File: src/rtl/or_reduce_pipe.sv
// Registered wide-OR with per-input inversion, valid tracking, sticky event flag and saturating hit counter.
// Defining OR_REDUCE_HIT_INDEX_EN adds hit_idx, the lowest asserted conditioned-input index, aligned with O.
module or_reduce_pipe #(
   parameter int               WIDTH    = 5,
   parameter logic [WIDTH-1:0] INV_MASK = {WIDTH{1'b1}},
   parameter int               FANIN    = 4,
   parameter int               CNT_W    = 8,
   localparam int              IDX_W    = (WIDTH > 1) ? $clog2(WIDTH) : 1
) (
   input  logic             clk,
   input  logic             reset_n,
   input  logic             ce,
   input  logic [WIDTH-1:0] I,
   input  logic             i_valid,
   input  logic             clr,
   output logic             O,
   output logic             o_valid,
   output logic             sticky,
   output logic [CNT_W-1:0] hit_cnt
`ifdef OR_REDUCE_HIT_INDEX_EN
   ,
   output logic [IDX_W-1:0] hit_idx
`endif
);

   // Number of nodes feeding stage k (k=0 is the conditioned input vector).
   function automatic int lvl_w(input int k);
      int n;
      n = WIDTH;
      for (int i = 0; i < k; i++) n = (n + FANIN - 1) / FANIN;
      return n;
   endfunction

   function automatic int num_stages();
      int n;
      int s;
      n = (WIDTH + FANIN - 1) / FANIN;
      s = 1;
      while (n > 1) begin
         n = (n + FANIN - 1) / FANIN;
         s++;
      end
      return s;
   endfunction

   localparam int S = num_stages();

   logic [WIDTH-1:0] x;
   assign x = I ^ INV_MASK;

   // Each stage zero-pads its input to a whole number of FANIN groups, so a short last group ORs in zeros.
   for (genvar k = 0; k < S; k++) begin : g_stage
      localparam int NI = lvl_w(k);
      localparam int NO = lvl_w(k + 1);
      localparam int PW = NO * FANIN;
      logic [NI-1:0] in_w;
      logic [PW-1:0] pad;
      logic [NO-1:0] node_d;
      logic [NO-1:0] node_q;

      if (k == 0) begin : g_first
         assign in_w = x;
      end else begin : g_next
         assign in_w = g_stage[k-1].node_q;
      end

      assign pad = PW'(in_w);

      for (genvar j = 0; j < NO; j++) begin : g_node
         assign node_d[j] = |pad[j*FANIN +: FANIN];
      end

      always_ff @(posedge clk or negedge reset_n) begin
         if (!reset_n)  node_q <= '0;
         else if (ce)   node_q <= node_d;
      end
   end

   logic [S-1:0] vld_d;
   logic [S-1:0] vld_q;

   always_comb begin
      vld_d    = '0;
      vld_d[0] = i_valid;
      for (int k = 1; k < S; k++) vld_d[k] = vld_q[k-1];
   end

   always_ff @(posedge clk or negedge reset_n) begin
      if (!reset_n)  vld_q <= '0;
      else if (ce)   vld_q <= vld_d;
   end

   assign O       = g_stage[S-1].node_q[0];
   assign o_valid = vld_q[S-1];

   logic             hit;
   logic             sticky_d;
   logic             sticky_q;
   logic [CNT_W-1:0] cnt_d;
   logic [CNT_W-1:0] cnt_q;

   assign hit = o_valid & O;

   // A hit landing in the clear cycle survives, so no event is lost across clr.
   always_comb begin
      sticky_d = (sticky_q & ~clr) | hit;
      cnt_d    = cnt_q;
      if (clr)                     cnt_d = hit ? CNT_W'(1) : '0;
      else if (hit && cnt_q != '1) cnt_d = cnt_q + CNT_W'(1);
   end

   always_ff @(posedge clk or negedge reset_n) begin
      if (!reset_n) begin
         sticky_q <= 1'b0;
         cnt_q    <= '0;
      end else if (ce) begin
         sticky_q <= sticky_d;
         cnt_q    <= cnt_d;
      end
   end

   assign sticky  = sticky_q;
   assign hit_cnt = cnt_q;

`ifdef OR_REDUCE_HIT_INDEX_EN
   logic [IDX_W-1:0] first_idx;
   logic [IDX_W-1:0] idx_d [S];
   logic [IDX_W-1:0] idx_q [S];

   // Scan downward so the lowest set index wins; all-zero input leaves 0, matching O=0.
   always_comb begin
      first_idx = '0;
      for (int i = WIDTH - 1; i >= 0; i--) begin
         if (x[i]) first_idx = IDX_W'(i);
      end
   end

   always_comb begin
      for (int k = 0; k < S; k++) idx_d[k] = '0;
      idx_d[0] = first_idx;
      for (int k = 1; k < S; k++) idx_d[k] = idx_q[k-1];
   end

   always_ff @(posedge clk or negedge reset_n) begin
      if (!reset_n) begin
         for (int k = 0; k < S; k++) idx_q[k] <= '0;
      end else if (ce) begin
         for (int k = 0; k < S; k++) idx_q[k] <= idx_d[k];
      end
   end

   assign hit_idx = idx_q[S-1];
`endif

endmodule

File: config.mk
export PLATFORM = sky130hd
export DESIGN_NAME = or_reduce_pipe
export DESIGN_NICKNAME = d
export VERILOG_FILES = /design/src/rtl/or_reduce_pipe.sv
export SDC_FILE = /design/constraint.sdc
export NUM_CORES = 1
export LEC_CHECK = 0
export CAP_MARGIN = 40
export CORE_MARGIN = 2
export CORE_UTILIZATION = 50
export CTS_CLUSTER_DIAMETER = 120
export DETAILED_ROUTE_END_ITERATION = 8
export PLACE_DENSITY = 0.93
export SYNTH_ARGS = -nofsm -noshare
export SYNTH_HDL_FRONTEND = slang
export SYNTH_SLANG_ARGS = --single-unit
export TNS_END_PERCENT = 10
File: constraint.sdc
create_clock -name clk -period 2.7 [get_ports clk]
set_clock_uncertainty 0.1 [all_clocks]
set_input_delay 0.54 -clock clk [delete_from_list [all_inputs] [get_ports clk]]
set_output_delay 0.54 -clock clk [all_outputs]
set_load 0.01 [all_outputs]
==> results of run 1 <==
==> cell usage in the layout (no fill, tap or decap), drive strengths merged, types with 2 or more instances in the layout <==
cell,count
clkdlybuf4s50,20
dfrtp,14
inv,6
nor2,6
nand2,5
a21oi,5
nand4,4
a31oi,4
mux2,3
o311ai,3
o22ai,3
clkbuf,3
nand3,2
and4,2
nor4,2
nand2b,2
nor2b,2
and3,2
o211ai,2
==> registers in the layout, indices dropped and copies added (netlist names) <==
register        count
sticky              1
O                   1
g_stage.node_q      2
vld_q               2
hit_cnt             8
==> logic make-up (layout without fill, tap and decap cells) <==
group | Yosys count | in the layout | synth area share, %
and+or+nand+nor | 30 | 30 | 20.8
AOI/OAI and AO/OA | 22 | 22 | 20.5
DFF | 14 | 14 | 44.8
buffers and inverters | 11 | 30 | 6.72
muxes | 4 | 4 | 5.60
adders and majority gates | 1 | 1 | 1.60
==> per-layer routing <==
layer / global-route usage (%) / vias up
li1: - / 346
met1: 24.9 / 325
met2: 34.4 / 28
met3: 4.58 / 4
met4: 9.09 / 0
met5: 0 / -
==> how the worst max path moves through the flow <==
stage | from | to | depth (start not counted)
floorplan | hit_cnt[0] | hit_cnt[7] | 5
global placement | clr | hit_cnt[7] | 5
detailed placement | clr | hit_cnt[7] | 5
CTS | hit_cnt[5] | hit_cnt[5] | 1
global route | hit_cnt[5] | hit_cnt[5] | 1
finish | hit_cnt[3] | hit_cnt[3] | 1
==> cell type report <==
class | instances | share of cell area [%]
multi-input cells | 57 | 37.8
flip-flops and latches | 14 | 35.0
repair buffers | 21 | 20.7
clock buffers | 3 | 2.25
inverters | 6 | 2.25
well taps | 16 | 2.00
==> power by group <==
part	total, uW	internal, uW	switching, uW
clock	116	51.7	64.6
combinational	229	128	101
sequential	308	250	57.4
total	653	430	223
==> metrics by stage <==
stage / setup WS, ns / std cells / instance area [um^2]
6_report: 0.719 / 117 / 1000
3_3_place_gp: 0.694 / 114 / 980
5_1_grt: 0.665 / 117 / 1000
3_5_place_dp: 0.634 / 114 / 980
2_1_floorplan: 0.963 / 82 / 782
4_1_cts: 0.721 / 117 / 1000
==> results.txt, run 1 <==
After clock tree synthesis, the flow added hold-fix buffers numbering 0. The average instance in the mapped netlist occupies 9.54 um^2. The core region is 1490 um^2.

The tools report the number of rows in the core area as 14. VDD sags by at most 498 uV. The worst register-to-register path begins at hit_cnt[0]. The final antenna-violating net count was 0; the total of cells resized after clock tree synthesis was 0. TritonCTS built the clock tree. Final count of hold timing violations: 0. The cell family contributing the most delay on the critical path is buffers and inverters. Across all register-to-register paths, the minimum setup slack is 0.81 ns.

The quantity of I/O buffers inserted on ports came out at 20. In the final layout, the share of cells above drive strength 1 is 8.91%. The cell area power density came out at 652 nW/um^2. The top layer reached by signal wires was met4. The number of max-cap violations was 0; the worst endpoint data arrival time was 1.34 ns. The category of the most critical setup path is flip-flop to output port.

Buffers inserted during clock tree synthesis total 3. STA classifies the critical path startpoint as a flip-flop. The period utilization works out to 73.4%.

The number of cells on the worst hold path works out to 1. The largest fanout on the critical path was 8; the worst slew margin relative to its limit was 57.8%. Kind of path behind the tightest hold check: flip-flop to flip-flop. The wire length of the first global-routing pass was 2.93 mm.

Traced cell by cell, the critical path runs through clkdlybuf4s50_1. The run gives 20.5% as the global router's overall resource usage. The detailed router's first-iteration violation count is 27.

The run finished with clean final reports. The run gives 0 as the initial antenna violation count. Synthesis handed over a netlist of 82 instances.

The completed layout was analyzed and its total power is 653 uW. At the end of routability-driven placement, the weighted congestion stood at 0.869. The post-CTS setup buffer count came out at 0. By count the netlist is led by 14 x dfrtp_1, 6 x inv_1, 6 x nor2_1. STA classifies the critical path endpoint as an output port.

Relative to the synthesized area, the layout overhead comes to 28.2%. The fmax is 505 MHz, and the insertion delay to the later sink of the worst-skew pair is 0.28 ns. The H-tree depth came out at 1.

After detailed routing, the number of remaining DRC violations is 0. Cells fill 67.3% of the core in the end. In this run the static leakage power is 0.000398 uW.

The floorplan die area was 1900 um^2; the mean number of vias per cell was 6.01. The count of final max-slew check failures is 0, and the maximum count of clock buffers along a single path is 2. The initial core utilization is 52.5%, and the delay of the slowest cell on the worst path is 0.58 ns. The cell with the biggest individual delay on the critical path was clkdlybuf4s50_1. The tools report the count of clock tree sinks as 14. In the final layout, the multi-input gates occupy 379 um^2. Synthesis produced a netlist with a net count of 93. For the worst hold slack across all endpoints, the log shows 0.416 ns. The path with the worst hold slack has its endpoint at vld_q[0]. Number of buffer and inverter stages on the critical path: 1.

Yosys attributes the largest share of cell area to dfrtp_1 45%, mux2_2 4.3%, o311ai_0 3.4%. After filler insertion, the fill cell instance count of the layout stands at 122. The routed layout has 703 vias. For the detailed placer's ending HPWL, the log shows 1.24 mm.

Of the post-synthesis cell area, the dominant cell type holds 44.8%. Dividing the detail-routed wire length by the instance count gives 14.8 um. The startpoint identified for the worst hold timing path is vld_q[0]. Summed over all nets, wire length on met3 after detailed routing comes to 97 um. In this run the count of I/O pins placed on the die edge is 21.

The count of synthesis-stage warnings from yosys was 0; the count of final setup violators was 0. The final wirelength is 1.73 mm, and the number of cells on the worst reg-to-reg path is 5. Detailed routing placed a total of 831 um of wire on met2. The tools report the critical path required time as 2.06 ns. The width of the chip was 43.5 um.

Summed over all failing endpoints, the final setup total negative slack is 0 ns. The die extent in y was 43.5 um. The dominant cell by count in the synthesized netlist was dfrtp_1. The length of routed wiring on met1 was 771 um; the register clock-pin slew on the reported worst setup and hold paths was 0.08 ns. The run gives 27 as the maximum number of pins on one net before global-route repair.

The repair_antennas step left the layout with diodes totalling 0. The measured slew at the worst slew-check pin is 0.631 ns, and the count of distinct cell types in the synthesized netlist is 31. The endpoint identified for the worst register-to-register timing path is hit_cnt[1]. Most area-hungry cell type in the Yosys netlist: dfrtp_1. The tools report the mapped cell area as 782 um^2. For this run, the post-layout net count is 114. Setup repair after global routing left no endpoint under its margin.

The synthesized design contains 14 register bits. For this run, the detailed router's first-pass iteration total came to 4. The share of the Yosys chip area taken by registers is 44.8%. After layout, the minimum clock period comes to 1.98 ns.

The sequential cell area came out at 350 um^2. The run gives 698 as the number of global-route vias before repair. The flip-flop cell with the highest count after synthesis was dfrtp_1. The remaining global-route overflow came out at 0. The root buffer cell was clkbuf_4. Counting flops with an async set or reset pin after synthesis yields a share of 100%. The number of enable flip-flop cells after synthesis is 0.
Note: power is estimated with default switching activity, not from simulation.
==> inputs of run 2 (changes only) <==
--- a/config.mk
+++ b/config.mk
@@ -6,11 +6,12 @@
 export NUM_CORES = 1
 export LEC_CHECK = 0
 export CAP_MARGIN = 40
+export CORE_ASPECT_RATIO = 0.75
 export CORE_MARGIN = 2
-export CORE_UTILIZATION = 50
+export CORE_UTILIZATION = 42
 export CTS_CLUSTER_DIAMETER = 120
 export DETAILED_ROUTE_END_ITERATION = 8
-export PLACE_DENSITY = 0.93
+export PLACE_DENSITY = 0.85
 export SYNTH_ARGS = -nofsm -noshare
 export SYNTH_HDL_FRONTEND = slang
 export SYNTH_SLANG_ARGS = --single-unit
==> constraint.sdc (replaced) <==
create_clock -name clk -period 1.7 [get_ports clk]
set_clock_uncertainty 0.1 [all_clocks]
set_input_delay 0.34 -clock clk [delete_from_list [all_inputs] [get_ports clk]]
set_output_delay 0.34 -clock clk [all_outputs]
set_load 0.01 [all_outputs]
==> results.txt, run 2 (synthesis results as in run 1) <==
The run finished with clean final reports. The cell area power density came out at 1010 nW/um^2. The number of antenna diodes in the final layout is 0.

After detailed placement, the total cell area comes to 1050 um^2. The run gives 4 as the first-pass detailed-route iteration total. At the worst endpoint, the arrival time is 1.73 ns. Category of the worst setup path capture point: a flip-flop. The routed design has 1.95 mm of wire. In this run the worst hold path is classified as input port to async pin. In the layout the commonest cells are 11 x dfrtp_1, 10 x clkdlybuf4s50_1, 8 x buf_4.

The worst voltage drop across the vdd grid came out at 613 uV. The root buffer cell was clkbuf_4. After detailed routing, the number of vias per cell comes to 5.86. Detailed-route DRC error count: 0. The I/O pin count is 21. The initial antenna violation count was 0.

For this design the static power due to leakage is 0.000495 uW. Setup repair after global routing could not meet its margin everywhere. Leaving out fill and tap cells, the most frequent cell in the layout is dfrtp_1. Subtracting the final worst setup slack from the clock period gives 1.67 ns. The number of global-route vias before repair is 715, and the maximum count of clock buffers along a single path is 2.

Setup violations remaining at the end of the flow were counted as 0. In the final routed layout, each cell accounts on average for 14.8 um. The flip-flop count of the largest register after layout works out to 8. The worst setup path is of the flip-flop to flip-flop kind. The net count of the finished layout is 122. Buffers inserted to repair hold after CTS numbered 0. The count of final max-slew check failures was 0; the final count of hold timing violations was 0. The worst slew margin relative to its limit is 79.0%, and the count of vias placed by the detailed router is 774.

Of all nets on the critical path, the largest fanout is 3. The weighted congestion at the end of routability-driven global placement was 0.915; the wire length of the first global-routing pass was 3.06 mm. The die extent in y came out at 41.4 um. Period utilization: 98.3%. The global router's overall resource usage is 20.6%, and the share of post-route cells with drive strength above 1 is 21.8%. Final standard cell area without fillers: 1120 um^2. The logs give 0.28 ns for the insertion delay to the later sink of the worst-skew pair and 1.76 ns for the critical path required time.

Measured in cells, the most critical reg-to-reg path has a length of 5. Static timing analysis puts the maximum clock frequency at 599 MHz. The detailed placer's ending HPWL is 1.36 mm. The floorplan step defined a die boundary enclosing 2230 um^2.

TritonCTS built the clock tree. The maximum number of pins on one net before global-route repair was 27. Counting the buffers created by CTS gives 3. STA classifies the critical path startpoint as a flip-flop.

In this run the horizontal extent of the chip is 53.8 um. In this run the core area contains 13 standard-cell rows. For the H-tree depth, the log shows 1. The logs give 0 for the number of max-cap violations and 0 for the remaining global-route overflow. At the pin with the least slew margin, the transition time is 0.312 ns.

Once detail routing completed, the nets flagged for antenna violations numbered 0. Counting the fill cells in the layout gives 154. The area added between synthesis and finish works out to 43.4%. The initial core utilization is 44.9%. The design draws 1140 uW. The worst hold slack across all endpoints is 0.255 ns, and the register clock-pin slew on the reported worst setup and hold paths is 0.09 ns. The first routing iteration left 27 violations.

In this run the tool buffered the top-level ports with 20 buffer cells. The core region is 1740 um^2. Count of clock tree sinks: 14.
==> run 2: what timing repair did <==
item | CTS | global route
pin swaps | 0 | 2
gates resized for setup | 11 | 7
setup endpoints to repair | 9 | 8
buffers inserted | 0 | 1
==> run 2: final timing paths <==
kind                                 start          to  slack (ns)
worst max-delay path            hit_cnt[1]  hit_cnt[7]        0.03
worst min-delay path               reset_n  hit_cnt[6]        0.26
worst max register to register  hit_cnt[1]  hit_cnt[7]        0.03
worst min register to register      sticky      sticky        0.41
max in group asynchronous          reset_n  hit_cnt[4]        1.05
min in group clk                    sticky      sticky        0.41
==> run 2: layout make-up <==
class	instances	area (um^2)	area share [%]
Timing Repair Buffer	29	279	24.9
Tap cell	22	27.5	2.46
Sequential cell	14	354	31.6
Multi-Input combinational cell	57	402	35.8
Clock buffer	4	36.3	3.24
Inverter	6	22.5	2.01
==> run 2: stage by stage <==
step / cells / setup TNS [ns] / setup slack, ns / util (%)
6_report: 132 / 0 / 0.0293 / 64.4
5_1_grt: 132 / -0.0394 / -0.0253 / 64.4
4_1_cts: 131 / 0 / 0.00449 / 62.5
3_5_place_dp: 127 / 0 / 0.0126 / 60.5
3_3_place_gp: 127 / 0 / 0.0410 / 60.5
2_1_floorplan: 82 / -0.0708 / -0.0368 / -
==> run 2: layer usage <==
layer / GRT usage [%] / routed length [um]
met1: 24.2 / 784
met3: 7.50 / 178
met2: 35.1 / 975
met5: 0 / 0
met4: 8.33 / 8
==> run 2: critical path: stages, from the launching register on <==
cell	delay [ns]
dfrtp_1	0.42
buf_4	0.14
and3_1	0.19
o211ai_2	0.12
or2_1	0.24
a311o_1	0.34
==> run 2: power breakdown <==
group / internal, uW / switching, uW / leakage [uW]
clock: 130 / 114 / 0.0000210
sequential: 401 / 87.6 / 0.000165
combinational: 220 / 186 / 0.000309
total: 750 / 387 / 0.000495
